[config.mk]
export PLATFORM = sky130hd
export DESIGN_NAME = hazard_scoreboard
export DESIGN_NICKNAME = d
export VERILOG_FILES = /design/src/rtl/hazard_pkg.sv /design/src/rtl/scoreboard_entry.sv /design/src/rtl/hazard_scoreboard.sv
export SDC_FILE = /design/constraint.sdc
export NUM_CORES = 1
export LEC_CHECK = 0
export BUFFER_PORTS_ARGS = -buffer_cell sky130_fd_sc_hd__buf_2
export CORE_ASPECT_RATIO = 0.5
export CORE_MARGIN = 5
export CORE_UTILIZATION = 55
export DETAILED_ROUTE_END_ITERATION = 7
export PLACE_DENSITY = 0.74
export SLEW_MARGIN = 20
export SYNTH_ARGS = -nofsm -noshare
export SYNTH_HDL_FRONTEND = slang
export SYNTH_SLANG_ARGS = --single-unit
[constraint.sdc]
create_clock -name Clk -period 4.3 [get_ports Clk]
set_input_delay 0.215 -clock Clk [delete_from_list [all_inputs] [get_ports Clk]]
set_output_delay 0.215 -clock Clk [all_outputs]
set_load 0.1 [all_outputs]
[src/rtl/hazard_pkg.sv]
// Shared constants for the ID-stage hazard scoreboard: decoder latency codes,
// the default register-index width and the source-port numbering.
package hazard_pkg;

  localparam int REG_BITS_DEF = 5;

  // Cycles until a producer's result can be forwarded; LAT_NONE disables tracking.
  typedef enum logic [2:0] {
    LAT_NONE = 3'd0,
    LAT_ALU  = 3'd1,
    LAT_LOAD = 3'd2,
    LAT_SAD  = 3'd3
  } lat_e;

  localparam int SRC_RS = 0;
  localparam int SRC_RT = 1;
  localparam int SRC_RD = 2;

endpackage

[src/rtl/scoreboard_entry.sv]
// One register's countdown: reloads on issue, otherwise decrements to zero.
// busy_o is registered from the next-state count so it moves with the counter.
module scoreboard_entry #(
  parameter int LAT_BITS = 3
) (
  input  logic                clk,
  input  logic                rst_n,
  input  logic                load_i,
  input  logic [LAT_BITS-1:0] load_val_i,
  output logic [LAT_BITS-1:0] cnt_o,
  output logic                busy_o
);

  logic [LAT_BITS-1:0] cnt_d, cnt_q;
  logic                busy_q;

  // A new issue takes priority over the decrement of an older pending write.
  always_comb begin
    cnt_d = cnt_q;
    if (load_i) begin
      cnt_d = load_val_i;
    end else if (cnt_q != '0) begin
      cnt_d = cnt_q - LAT_BITS'(1);
    end
  end

  // NOTE: non-blocking assignments keep every register sampling pre-edge values.
  always_ff @(posedge clk or negedge rst_n) begin
    if (!rst_n) begin
      cnt_q  <= '0;
      busy_q <= 1'b0;
    end else begin
      cnt_q  <= cnt_d;
      busy_q <= (cnt_d != '0);
    end
  end

  assign cnt_o  = cnt_q;
  assign busy_o = busy_q;

endmodule

[src/rtl/hazard_scoreboard.sv]
// ID-stage RAW/WAW hazard unit built on per-register countdown counters;
// drives the IF/ID hold / ID/EX bubble and a saturating stall counter.
module hazard_scoreboard
  import hazard_pkg::*;
#(
  parameter int NUM_REGS  = 32,
  parameter int REG_BITS  = REG_BITS_DEF,
  parameter int MAX_LAT   = 4,
  parameter int LAT_BITS  = 3,
  parameter int NUM_SRC   = 3,
  parameter int PERF_BITS = 16
) (
  input  logic                         Clk,
  input  logic                         Rst_n,
  input  logic                         issue_valid,
  input  logic                         issue_wen,
  input  logic [REG_BITS-1:0]          issue_dst,
  input  logic [LAT_BITS-1:0]          issue_lat,
  input  logic [NUM_SRC-1:0]           src_valid,
  input  logic [NUM_SRC*REG_BITS-1:0]  src_reg,
  input  logic                         flush,
  output logic                         stall,
  output logic                         accept,
  output logic [NUM_REGS-1:0]          busy_mask,
  output logic [PERF_BITS-1:0]         stall_count
);

  localparam logic [LAT_BITS-1:0] MAX_LAT_W = LAT_BITS'(MAX_LAT);

  // Register 0 is hard-wired zero, so its slot is never instantiated.
  logic [LAT_BITS-1:0]  cnt [1:NUM_REGS-1];
  logic [LAT_BITS-1:0]  eff_lat;
  logic [LAT_BITS-1:0]  dst_cnt;
  logic                 raw_any;
  logic                 waw;
  logic                 live;
  logic [PERF_BITS-1:0] stall_cnt_d, stall_cnt_q;

  assign eff_lat = (issue_lat > MAX_LAT_W) ? MAX_LAT_W : issue_lat;

  // All hazard checks look at pre-update counters, so self-dependency sees the old write.
  always_comb begin
    raw_any = 1'b0;
    dst_cnt = '0;
    for (int r = 1; r < NUM_REGS; r++) begin
      if (issue_dst == REG_BITS'(r)) dst_cnt = cnt[r];
      for (int i = 0; i < NUM_SRC; i++) begin
        if (src_valid[i] && (src_reg[i*REG_BITS +: REG_BITS] == REG_BITS'(r)) &&
            (cnt[r] != '0)) begin
          raw_any = 1'b1;
        end
      end
    end
  end

  // A younger write may not land before an older, longer-latency one to the same register.
  assign waw    = issue_wen && (issue_dst != '0) && (dst_cnt > eff_lat);
  assign live   = issue_valid && !flush;
  assign stall  = live && (raw_any || waw);
  assign accept = live && !stall;

  assign busy_mask[0] = 1'b0;

  for (genvar r = 1; r < NUM_REGS; r++) begin : g_entry
    scoreboard_entry #(
      .LAT_BITS(LAT_BITS)
    ) u_entry (
      .clk       (Clk),
      .rst_n     (Rst_n),
      .load_i    (accept && issue_wen && (issue_dst == REG_BITS'(r)) && (eff_lat != '0)),
      .load_val_i(eff_lat),
      .cnt_o     (cnt[r]),
      .busy_o    (busy_mask[r])
    );
  end

  assign stall_cnt_d = (stall && (stall_cnt_q != '1)) ? stall_cnt_q + PERF_BITS'(1)
                                                      : stall_cnt_q;

  always_ff @(posedge Clk or negedge Rst_n) begin
    if (!Rst_n) begin
      stall_cnt_q <= '0;
    end else begin
      stall_cnt_q <= stall_cnt_d;
    end
  end

  assign stall_count = stall_cnt_q;

endmodule

* Yosys cells after proc, flatten, opt, wreduce, memory -nomap -nowiden *
Index checks and enable logic that the tools add are counted.

storage, ports and cells
  input bits = 31
  output and inout bits = 50
  flip-flop bits (word level) = 140

cells by class
  order comparisons = 2
  add/subtract/negate cells = 32
  reduce and logical (&&, ||, !) cells = 322
  muxes and demuxes = 187
  equal/unequal tests = 125

operators by type and width
  kind                                                                    count
  5-bit equality test (second input constant)                             64
  3-bit two-way mux                                                       94
  1-bit logical AND                                                       255
  3-bit nonzero test                                                      63
  5-bit by 4-bit equality test with 1-bit output (second input constant)  32
  1-bit two-way mux                                                       93
  3-bit by 1-bit subtractor with 3-bit output (second input constant)     31
  5-bit by 3-bit equality test with 1-bit output (second input constant)  16
  5-bit by 2-bit equality test with 1-bit output (second input constant)  8
  5-bit by 1-bit equality test with 1-bit output (second input constant)  4
  16-bit by 1-bit adder with 16-bit output (second input constant)        1
  16-bit != test (second input constant)                                  1
  5-bit nonzero test                                                      1
  3-bit greater-than comparator                                           1
  3-bit greater-than comparator (second input constant)                   1
  1-bit zero test                                                         2
  1-bit logical OR                                                        1

* Logic depth before layout (Yosys ltp) *
Gate-level depths: netlist of run 1.

  depth after elaboration = 105
  gate-level depth with buffers = 23

* By module *
A second synthesis of run 1 with hierarchy kept.

unflattened totals
  cell total of the unflattened synthesis = 1,150
  area total of the unflattened synthesis = 10,192.3 µm²

modules (own cells, without submodules)
  module                                       area each (µm²)  cells each  times used  sequential area each (µm²)
  scoreboard_entry at g_entry[10].u_entry ...  215.2            20          19          100.1
  hazard_scoreboard                            3,445.8          530         1           400.4
  scoreboard_entry at g_entry[28].u_entry ...  221.5            20          12          100.1

* Least setup slack after synthesis of run 1 *
Ideal clock, no wire load.

  path kind = input to output
  start point = input port issue_dst[3]
  end point = output port accept
  cell stages on the path = 18
  path slack = -1.447 ns
  data arrival time = 5.532 ns
  buffers on the path = 3
  cell sequence = clkbuf_1 nor3b_1 nand2_1 o221ai_1 o221ai_1 nand3_1 a21oi_1 o221ai_1 a22oi_1 ha_1 a21o_1 a21oi_1 o22ai_1 nor4_1 nand3_1 buf_2 buf_6 nor3b_1

on the way
  cells in the longest elaborated chain, start to end = 38
  elaborated cells on any way between the ends = 70
  classes of those cells = order compare (1); eq/ne (31); mux (31); reduce/logical (7)

RTL lines
  what                                            RTL line                 text
  start: declaration                              hazard_scoreboard.sv:17  input logic [REG_BITS-1:0] issue_dst,
  5-bit by 1-bit equality test with 1-bit output  hazard_scoreboard.sv:46  if (issue_dst == REG_BITS'(r)) dst_cnt = cnt[r];
  3-bit two-way mux (31 in a row)                 hazard_scoreboard.sv:46
  3-bit greater-than comparator                   hazard_scoreboard.sv:57  assign waw = issue_wen && (issue_dst != '0) && (dst_cnt > eff_lat);
  1-bit logical AND (*)                           hazard_scoreboard.sv:57
  1-bit logical OR (*)                            hazard_scoreboard.sv:59  assign stall = live && (raw_any || waw);
  1-bit logical AND (*)                           hazard_scoreboard.sv:59
  1-bit zero test (*)                             hazard_scoreboard.sv:60  assign accept = live && !stall;
  1-bit logical AND (*)                           hazard_scoreboard.sv:60
  end: declaration                                hazard_scoreboard.sv:23  output logic accept,

Every way passes the cells marked *; elsewhere a longest branch is shown, timed or not.

* Final worst setup path of run 1 *
  start point = register g_entry[2].u_entry.cnt_q[1]
  end point = output port accept

on the way
  cells in the longest elaborated chain, start to end = 96
  elaborated cells on any way between the ends = 130
  classes of those cells = order compare (1); mux (120); reduce/logical (9)

RTL lines
  what                             RTL line                 text
  start: declaration               scoreboard_entry.sv:14   logic [LAT_BITS-1:0] cnt_d, cnt_q;
  start signal: assignment         scoreboard_entry.sv:33   cnt_q <= cnt_d;
  3-bit nonzero test               hazard_scoreboard.sv:49  (cnt[r] != '0)) begin
  1-bit logical AND                hazard_scoreboard.sv:48  if (src_valid[i] && (src_reg[i*REG_BITS +: REG_BITS] == REG_BITS'(r)) &&
  1-bit two-way mux (90 in a row)  hazard_scoreboard.sv:48
  1-bit logical OR (*)             hazard_scoreboard.sv:59
  1-bit logical AND (*)            hazard_scoreboard.sv:59
  1-bit zero test (*)              hazard_scoreboard.sv:60
  1-bit logical AND (*)            hazard_scoreboard.sv:60

Marks and branches as above.

==> results.ini, run 1 <==
[placed_design]
hpwl_um=31150
pre_cts_ws_ps=-184.0
portBuffers=79
dpl-instance-area_um2=11840
gp_congestion=1.019

[clock_tree]
clock_latency_ps=460
cts_inserted_buffers=17
clock_sinks=140
root_buffer=clkbuf_16
cts_tree=yes
clk_path_buf_depth=2
path_clk_slew_ps=60
h-tree-depth=4

[timing]
tns_ps=-137.0
setup_viol_count_final=5
grt_setup_unrepaired=yes
drv_slew=0
hold_ws_ps=258.7
slew_headroom_pct=38.85
max_freq_ghz=0.2302
hold_viol_final=0
worst_slew_pin_slew_ps=905.0
timing.final.ws_setup_ps=-44.29
post-route-period-util_pct=101.0
fin_crit_ps=4344
fin_skew_ps=20.12

[synthesis]
synth-async-reset-ratio_pct=100.0
synth_cell_types=77
synth.area.top_cells=dfrtp_1 (32%), mux2i_1 (8.3%), ha_1 (7.7%), xnor2_1 (3.7%), nand2_1 (3.5%)
syn-num-nets=1309
yosys_warnings=0
syn_inst=1212
ys.flop_type=dfrtp_1
ys_seq_area_share_pct=32.46
synth_area_um2=10790
ys_seq_elements=140
synth_edf_count=0
yosys.area.top_type=dfrtp_1
yosys.area.top_type_share_pct=32.46
avgSynthCellArea_um2=8.904

[setup_path]
crit_type=reg2out
r2r-start=g_entry[2].u_entry.cnt_o[1]
critPathMaxFanout=5
critPathRequiredTime_ps=4090
crit_arrival_ps=4130
critPathLaunchType=flop
crit_path_end_kind=output pin
crit_start=g_entry[2].u_entry.cnt_o[1]

[grt]
grt_max_degree=70
grt_pass1_vias=9867
antenna_found_initial=0
grt_usage_pct=36.05
grt_overflow=0
grt_pass1_wl_um=61200

[detailed_routing]
finalWirelength_um=40790
vias=10360
routed_via_density=6.465
drc=0
avgRoutedWirePerCell_um=25.46
dr.first_iter.drc_count=1362
first_pass_iters=7
ant_nets=0

[worst_hold_path]
hold_class=in2reg
min_from=issue_lat[1]

[floorplanning]
rows=36
start_util_pct=55.72
core_um2=19370
dieArea_um2=22690
die_w_um=208.1
pin_count=81
die_h_um=109.1

[final_layout]
final_common_cell=dfrtp_1
final_area_um2=12690
num-nets-final=1419
layout_common_cells=dfrtp_1 (137), nand2_1 (100), buf_4 (97)
fillers=1505
syn_to_final_growth_pct=17.64
drive_gt1_share_pct=21.95

[power]
total_power_mw=9.422
peakVddDrop_uv=550.1
power.density_nw_per_um2=742.2
leakage_nw=5.454

[outcome]
outcome=finished, violations left
violations=setup timing

[run]
drv_cap=0

==> critical path, cell delays in order, from the launching register on <==
cell and delay [ps]:
dfrtp_1 410, mux2_2 290, a22oi_2 170, nor2_1 80, a31oi_2 230, o221ai_1 140, nand3_1 120, a21oi_1 70
o221ai_1 180, a22oi_1 100, ha_1 300, a21o_1 170, a21oi_2 150, o22ai_1 90, nor4_1 270, nand3_1 190
buf_6 180, buf_6 130, nor3b_4 210, buf_12 200
==> through the flow <==
stage / utilization, % / cells
CTS: 64.83 / 1600
global placement: 61.12 / 1560
global route: 65.53 / 1601
floorplan: - / 1212
detailed placement: 61.12 / 1560
finish: 65.54 / 1602
==> logic make-up (layout without fill, tap and decap cells) <==
family | Yosys count | after routing | synth area share, %
AOI/OAI and AO/OA | 247 | 247 | 14.88
xor gates and xnor gates | 46 | 46 | 3.733
adders and majority gates | 66 | 66 | 7.652
buffers and inverters | 172 | 295 | 7.328
DFF | 140 | 140 | 32.46
muxes | 109 | 109 | 10.45
other | 1 | 2 | 0.03475
and+or+nand+nor | 431 | 431 | 23.47
==> synth_stat cells, types with 9 or more instances <==
master    number
dfrtp_1      140
nand2_1      100
mux2i_1       89
inv_1         77
ha_1          66
o21ai_0       61
o22ai_1       54
clkbuf_1      52
nor2_1        51
xnor2_1       45
nand2b_1      41
nand3_1       33
nor3_1        33
buf_4         32
a21oi_1       28
nor2b_1       26
nand4_1       16
a31oi_1       15
mux2_2        15
a22oi_1       14
nor3b_1       14
or3_1         13
nand4b_1      12
nor3_4        12
nand3b_1      10
and3_1         9
==> final timing paths <==
kind | cells after the start | end | slack [ps]
max in group asynchronous | 3 | g_entry[21].u_entry.cnt_o[2] | 2890
hold reg to reg | 1 | stall_count[11] | 490
hold / removal | 4 | g_entry[5].u_entry.busy_o | 260
setup / recovery | 19 | accept | -40
setup reg to reg | 21 | g_entry[23].u_entry.busy_o | -40
min in group asynchronous | 2 | stall_count[14] | 340
==> area by class of cell <==
class | instances | area [um^2] | share of cell area (%)
Antenna cell | 1 | 2.502 | 0.01971
Clock buffer | 18 | 429.2 | 3.381
Clock inverter | 14 | 171.4 | 1.350
Inverter | 77 | 289.0 | 2.277
Multi-Input combinational cell | 900 | 6648 | 52.37
Sequential cell | 140 | 3507 | 27.63
Tap cell | 266 | 332.8 | 2.622
Timing Repair Buffer | 186 | 1315 | 10.36
==> power breakdown <==
part	switching [mW]	internal (mW)	leakage, nW	total (mW)
clock network	0.630	0.912	0.286	1.54
logic	3.38	1.95	3.57	5.33
registers	0.630	1.92	1.60	2.55
==> state kept, by name, indices dropped and copies added (netlist names) <==
name                    count
g_entry.u_entry.busy_o     31
stall_count                16
g_entry.u_entry.cnt_o      93
==> routing by layer <==
| layer | vias to the layer above | track usage, % | part of all wire [%] |
|---|---|---|---|
| met5 | - | 0 | 0 |
| met4 | 0 | 8.759 | 2.4 |
| met2 | 606 | 53.26 | 41 |
| li1 | 4574 | - | - |
| met1 | 5081 | 51.19 | 44 |
| met3 | 96 | 12.30 | 13 |
==> repair_timing <==
action / CTS / global route
pin swaps: 10 / 6
gates resized for setup: 16 / 31
endpoints found under the hold margin: 67 / 0
endpoints found under the setup margin: 12 / 77
hold buffers: 1 / 0
buffers inserted: 7 / 1
No activity file was read; power rests on OpenSTA's default activity.
==> run 2: changes to the inputs <==
--- a/constraint.sdc
+++ b/constraint.sdc
@@ -3,2 +3,2 @@
 set_output_delay 0.215 -clock Clk [all_outputs]
-set_load 0.1 [all_outputs]
+set_load 0.02 [all_outputs]
==> run 2 against run 1 <==
Compared with the run above: the flow still finishes with violations (setup timing); clock skew decreased by 12 ps; hold slack improved by 24 ps; total power decreased by 6.2%.
==> results.ini, run 2 (same netlist as run 1, synthesis figures left out) <==
[timing]
setup_viol_count_final=1  ; was 5
fin_skew_ps=8.218  ; was 20.12 ps
fin_crit_ps=4314  ; was 4344 ps
grt_setup_unrepaired=yes  ; unchanged
timing.final.ws_setup_ps=-13.51  ; was -44.29 ps
worst_slew_pin_slew_ps=849.4  ; was 905.0 ps
slew_headroom_pct=42.58  ; was 38.85%
drv_slew=0  ; unchanged
max_freq_ghz=0.2318  ; was 0.2302 GHz
post-route-period-util_pct=100.3  ; was 101.0%
hold_viol_final=0  ; unchanged

[power]
leakage_nw=5.561  ; was 5.454 nW
peakVddDrop_uv=351.6  ; was 550.1 uV
power.density_nw_per_um2=684.5  ; was 742.2 nW/um^2

[grt]
grt_pass1_vias=10160  ; was 9,867
grt_usage_pct=34.24  ; was 36.05%
grt_pass1_wl_um=58880  ; was 61,200 um
antenna_found_initial=0  ; unchanged
grt_max_degree=65  ; was 70
grt_overflow=0  ; unchanged

[clock_tree]
clk_path_buf_depth=2  ; unchanged
cts_inserted_buffers=17  ; unchanged
h-tree-depth=4  ; unchanged
clock_latency_ps=440  ; was 460 ps
path_clk_slew_ps=60  ; about the same
root_buffer=clkbuf_16  ; unchanged
clock_sinks=140  ; unchanged
cts_tree=yes  ; unchanged

[final_layout]
largest_reg_flops=93  ; unchanged
syn_to_final_growth_pct=19.66  ; was 17.64%
seqCellArea_um2=3505  ; was 3507 um^2
num-nets-final=1435  ; was 1,419
final_common_cell=dfrtp_1  ; unchanged
fillers=1536  ; was 1,505
drive_gt1_share_pct=23.76  ; was 21.95%
layout.core_utilization_pct=66.67  ; was 65.54%
multi_input_area_um2=6749  ; was 6648 um^2
final_cells=1618  ; was 1,602
final_area_um2=12910  ; was 12,690 um^2
layout_common_cells=dfrtp_1 (139), buf_4 (111), nand2_1 (100)  ; was dfrtp_1 (137), nand2_1 (100), buf_4 (97)

[setup_path]
critPathRequiredTime_ps=4620  ; was 4090 ps
crit_path_end_kind=flop  ; was output pin
reg2reg_to=g_entry[23].u_entry.busy_o  ; unchanged
r2r_cells=22  ; was 21
critPathMaxFanout=5  ; unchanged
critPathLaunchType=flop  ; unchanged
crit_arrival_ps=4630  ; was 4130 ps
ff2ff_setup_slack_ps=-10  ; was -40 ps
crit_type=reg2reg  ; was reg2out
r2r-start=g_entry[2].u_entry.cnt_o[2]  ; was g_entry[2].u_entry.cnt_o[1]

[outcome]
outcome=finished, violations left  ; unchanged
violations=setup timing  ; unchanged

[placed_design]
dpl-instance-area_um2=11930  ; was 11,840 um^2
portBuffers=79  ; unchanged
dp_cells=1573  ; was 1,560
hpwl_um=29680  ; was 31,150 um
gp_congestion=1.158  ; was 1.019

[detailed_routing]
avgRoutedWirePerCell_um=23.98  ; was 25.46 um
finalWirelength_um=38810  ; was 40,790 um
vias=10330  ; was 10,360
routed_via_density=6.385  ; was 6.465
ant_nets=0  ; unchanged
dr.first_iter.drc_count=1078  ; was 1,362
first_pass_iters=6  ; was 7
drc=0  ; unchanged

[floorplanning]
die_w_um=208.1  ; unchanged
core_um2=19370  ; unchanged
die_h_um=109.1  ; unchanged
pin_count=81  ; unchanged
start_util_pct=55.72  ; unchanged
dieArea_um2=22690  ; unchanged
rows=36  ; unchanged

[run]
drv_cap=0  ; unchanged

[worst_hold_path]
min_from=issue_lat[1]  ; unchanged
holdPathEnd=g_entry[5].u_entry.busy_o  ; unchanged
hold_class=in2reg  ; unchanged
whs_path_depth=4  ; unchanged

run 2: critical path: stages, from the launching register on:
cell,delay (ps)
dfrtp_1,410
mux2_4,290
a22oi_2,130
o22ai_1,100
o21ai_1,100
buf_4,160
nand3_2,70
nand3_2,80
o2111ai_2,130
a221oi_2,310
a311oi_2,80
ha_1,360
nand3_2,90
o211ai_1,110
o22ai_2,120
nor4_2,260
nand3_2,160
buf_6,200
buf_6,120
buf_6,110
nor3_4,280
o22ai_2,140
or3_1,390
run 2: stage by stage:
stage | hold WS, ps | total power, mW | setup slack, ps | setup TNS [ps]
3_5_place_dp | 239.9 | 6.916 | -201.8 | -6154
3_3_place_gp | 233.1 | 6.664 | -22.61 | -22.61
4_1_cts | 303.0 | 8.597 | 8.632 | 0
5_1_grt | 267.6 | 9.416 | -244.2 | -4017
2_1_floorplan | -80.59 | 5.492 | 82.67 | 0
6_report | 282.4 | 8.840 | -13.51 | -13.51
run 2: worst max-delay path by stage:
stage | start | slack, ps | end
finish | g_entry[2].u_entry.cnt_o[2] | -10 | g_entry[23].u_entry.busy_o
CTS | g_entry[2].u_entry.cnt_o[2] | 9 | g_entry[27].u_entry.busy_o
detailed placement | issue_dst[0] | -200 | g_entry[27].u_entry.busy_o
global placement | issue_dst[0] | -20 | g_entry[11].u_entry.busy_o
global route | g_entry[2].u_entry.cnt_o[2] | -240 | g_entry[23].u_entry.busy_o
floorplan | issue_dst[3] | 80 | g_entry[15].u_entry.cnt_o[1]
run 2: layout make-up:
class	instances	share of cell area, %
tap	266	2.577
clock inverter	13	1.298
clock buffer	19	3.430
multi-input combinational	900	52.26
antenna	1	0.01938
timing repair buffer	202	11.04
sequential	140	27.14
inverter	77	2.238
run 2: timing repair:
action                                 CTS  global route
gates resized for setup                 15            48
setup endpoints to repair                2           127
buffers inserted                         7             5
pin swaps                               16            29
endpoints found under the hold margin   62             0
hold buffers                             1             0
run 2: power breakdown:
group,internal [mW],switching (mW)
sequential,1.92,0.605
combinational,2.03,2.76
clock,0.930,0.600
run 2: per-layer routing:
metal  global-route usage (%)  up-vias  wire length (um)
met5                        0        -                 0
met4                    14.19        0              1337
met3                    10.87       99              4640
met2                    50.84      610             16560
met1                    46.67     5014             16270
li1                         -     4608                 -
==> run 3: changes to the inputs <==
Settings changed: CORE_MARGIN 5 to unset.
==> run 3 against run 2 <==
Compared with the run above: the flow now finishes without violations; utilization up 2.6 points; die area down 11%; cell area up 0.72%; final cell count about the same; critical path depth down 2; critical endpoint is now g_entry[13].u_entry.cnt_o[0].
==> results.ini, run 3 (same netlist as run 1, synthesis figures left out) <==
[outcome]
outcome=complete, no violations  ; was finished, violations left

[placed_design]
hpwl_um=30710  ; was 29,680 um
portBuffers=79  ; unchanged
gp_congestion=1.112  ; was 1.158
dpl-instance-area_um2=11990  ; was 11,930 um^2
pre_cts_ws_ps=-319.3  ; was -201.8 ps

[detailed_routing]
drc=0  ; unchanged
ant_nets=0  ; unchanged
dr.first_iter.drc_count=1242  ; was 1,078
finalWirelength_um=41290  ; was 38,810 um
avgRoutedWirePerCell_um=25.50  ; was 23.98 um
first_pass_iters=6  ; unchanged
vias=10540  ; was 10,330
routed_via_density=6.512  ; was 6.385

[grt]
grt_usage_pct=41.13  ; was 34.24%
grt_pass1_vias=10170  ; was 10,160
grt_overflow=0  ; unchanged
grt_pass1_wl_um=60230  ; was 58,880 um
antenna_found_initial=1  ; was 0
grt_max_degree=51  ; was 65

[setup_path]
r2r_cells=20  ; was 22
crit_path_end_kind=flop  ; unchanged
setup.worst_path.end=g_entry[13].u_entry.cnt_o[0]  ; was g_entry[23].u_entry.busy_o
reg2reg_to=g_entry[13].u_entry.cnt_o[0]  ; was g_entry[23].u_entry.busy_o
crit_start=g_entry[2].u_entry.cnt_o[1]  ; was g_entry[2].u_entry.cnt_o[2]
critPathMaxFanout=6  ; was 5
ff2ff_setup_slack_ps=40  ; was -10 ps
critPathLaunchType=flop  ; unchanged
crit_arrival_ps=4590  ; was 4630 ps
critPathRequiredTime_ps=4630  ; was 4620 ps
r2r-start=g_entry[2].u_entry.cnt_o[1]  ; was g_entry[2].u_entry.cnt_o[2]
crit_type=reg2reg  ; unchanged

[power]
power.density_nw_per_um2=697.5  ; was 684.5 nW/um^2
leakage_nw=5.640  ; was 5.561 nW
total_power_mw=9.072  ; was 8.840 mW
peakVddDrop_uv=425.5  ; was 351.6 uV

[timing]
max_freq_ghz=0.2349  ; was 0.2318 GHz
fin_crit_ps=4257  ; was 4314 ps
grt_setup_unrepaired=yes  ; unchanged
setup_viol_count_final=0  ; was 1
drv_slew=0  ; unchanged
tns_ps=0  ; was -13.51 ps
post-route-period-util_pct=99.01  ; was 100.3%
fin_skew_ps=10.09  ; was 8.218 ps
slew_headroom_pct=26.28  ; was 42.58%
worst_slew_pin_slew_ps=1078  ; was 849.4 ps
hold_viol_final=0  ; unchanged
timing.final.ws_setup_ps=42.51  ; was -13.51 ps

[floorplanning]
start_util_pct=57.44  ; was 55.72%
die_w_um=200.1  ; was 208.1 um
core_um2=18790  ; was 19,370 um^2
die_h_um=101.1  ; was 109.1 um
dieArea_um2=20220  ; was 22,690 um^2
pin_count=81  ; unchanged
rows=35  ; was 36

[final_layout]
largest_reg_flops=93  ; unchanged
multi_input_area_um2=6769  ; was 6749 um^2
antenna_cells=0  ; was 1
seqCellArea_um2=3506  ; was 3505 um^2
final_area_um2=13010  ; was 12,910 um^2
fillers=1408  ; was 1,536
final_common_cell=dfrtp_1  ; unchanged
layout_common_cells=dfrtp_1 (138), buf_4 (117), nand2_1 (100)  ; was dfrtp_1 (139), buf_4 (111), nand2_1 (100)
drive_gt1_share_pct=23.97  ; was 23.76%
syn_to_final_growth_pct=20.52  ; was 19.66%
num-nets-final=1444  ; was 1,435

[clock_tree]
clock_latency_ps=440  ; about the same
h-tree-depth=4  ; unchanged
root_buffer=clkbuf_16  ; unchanged
clock_sinks=140  ; unchanged
clk_path_buf_depth=2  ; unchanged
cts_inserted_buffers=17  ; unchanged
cts_tree=yes  ; unchanged
path_clk_slew_ps=70  ; was 60 ps

[run]
drv_cap=0  ; unchanged

[worst_hold_path]
hold_class=in2async  ; was in2reg

[run 3: changes by cell type in the layout (fill, tap and decap cells not counted), moves of 2 or more]
cell	change
buf_4	+6
inv_6	+4
mux2_1	-3
mux2_4	+3
nand3_1	+3
nand3_2	-3
nor3_2	-3
buf_2	+2
clkinv_4	-2
nor3_4	+2
o22ai_2	-2
[run 3: cell type report]
cell class	count	share of cell area (%)
multi-input combinational	900	52.04
sequential	140	26.96
timing repair buffer	211	11.57
clock buffer	18	3.300
tap	259	2.492
inverter	77	2.222
clock inverter	14	1.414
[run 3: repair_timing]
action / CTS / global route
gates resized for setup: 18 / 51
hold buffers: 1 / 0
endpoints found under the hold margin: 48 / 0
endpoints found under the setup margin: 38 / 122
buffers inserted: 0 / 6
pin swaps: 3 / 26
gates cloned: 0 / 2
[run 3: metrics by stage]
stage,cells,utilization [%],hold WS [ps]
floorplan,1212,-,-80.59
global placement,1579,63.83,170.2
detailed placement,1579,63.83,177.5
CTS,1612,67.66,277.3
global route,1619,69.23,335.3
finish,1619,69.23,264.8
[run 3: routing by layer]
layer / part of all wire (%) / vias to the layer above / global-route usage [%] / wire length (um)
met3: 13 / 118 / 15.76 / 5332
met4: 2.7 / 0 / 12.04 / 1127
met1: 42 / 5164 / 55.23 / 17200
met2: 43 / 649 / 61.32 / 17630
li1: - / 4612 / - / -
met5: 0 / - / 0 / 0
[run 3: report_power, final]
group          internal [mW]  leakage [nW]  switching [mW]
Sequential              1.92          1.60           0.614
Clock                  0.927         0.298           0.661
Combinational           2.09          3.74            2.86
Total                   4.93          5.64            4.14
[run 3: worst min path at each step]
stage                                              end  slack, ps  cells after the start
after global routing        g_entry[11].u_entry.busy_o        340                      2
final                     g_entry[11].u_entry.cnt_o[1]        260                      2
after global placement                  stall_count[0]        170                      1
after CTS                  g_entry[5].u_entry.cnt_o[2]        280                      5
after floorplan             g_entry[10].u_entry.busy_o        -80                      0
after detailed placement               stall_count[13]        180                      1
[run 3: critical path, cell delays in order (launching register included)]
cell and delay [ps]:
dfrtp_1 430, mux2_4 300, a22oi_2 200, nor2_4 90, a31oi_4 160, o221ai_2 120, nand3_2 80, a21oi_2 60
o221ai_2 200, a22oi_2 70, ha_1 330, a21o_1 190, a21oi_2 130, o22ai_1 100, nor4_1 250, nand3_1 160
buf_4 180, or2_4 310, buf_12 180, nor3_4 280, mux2i_1 310
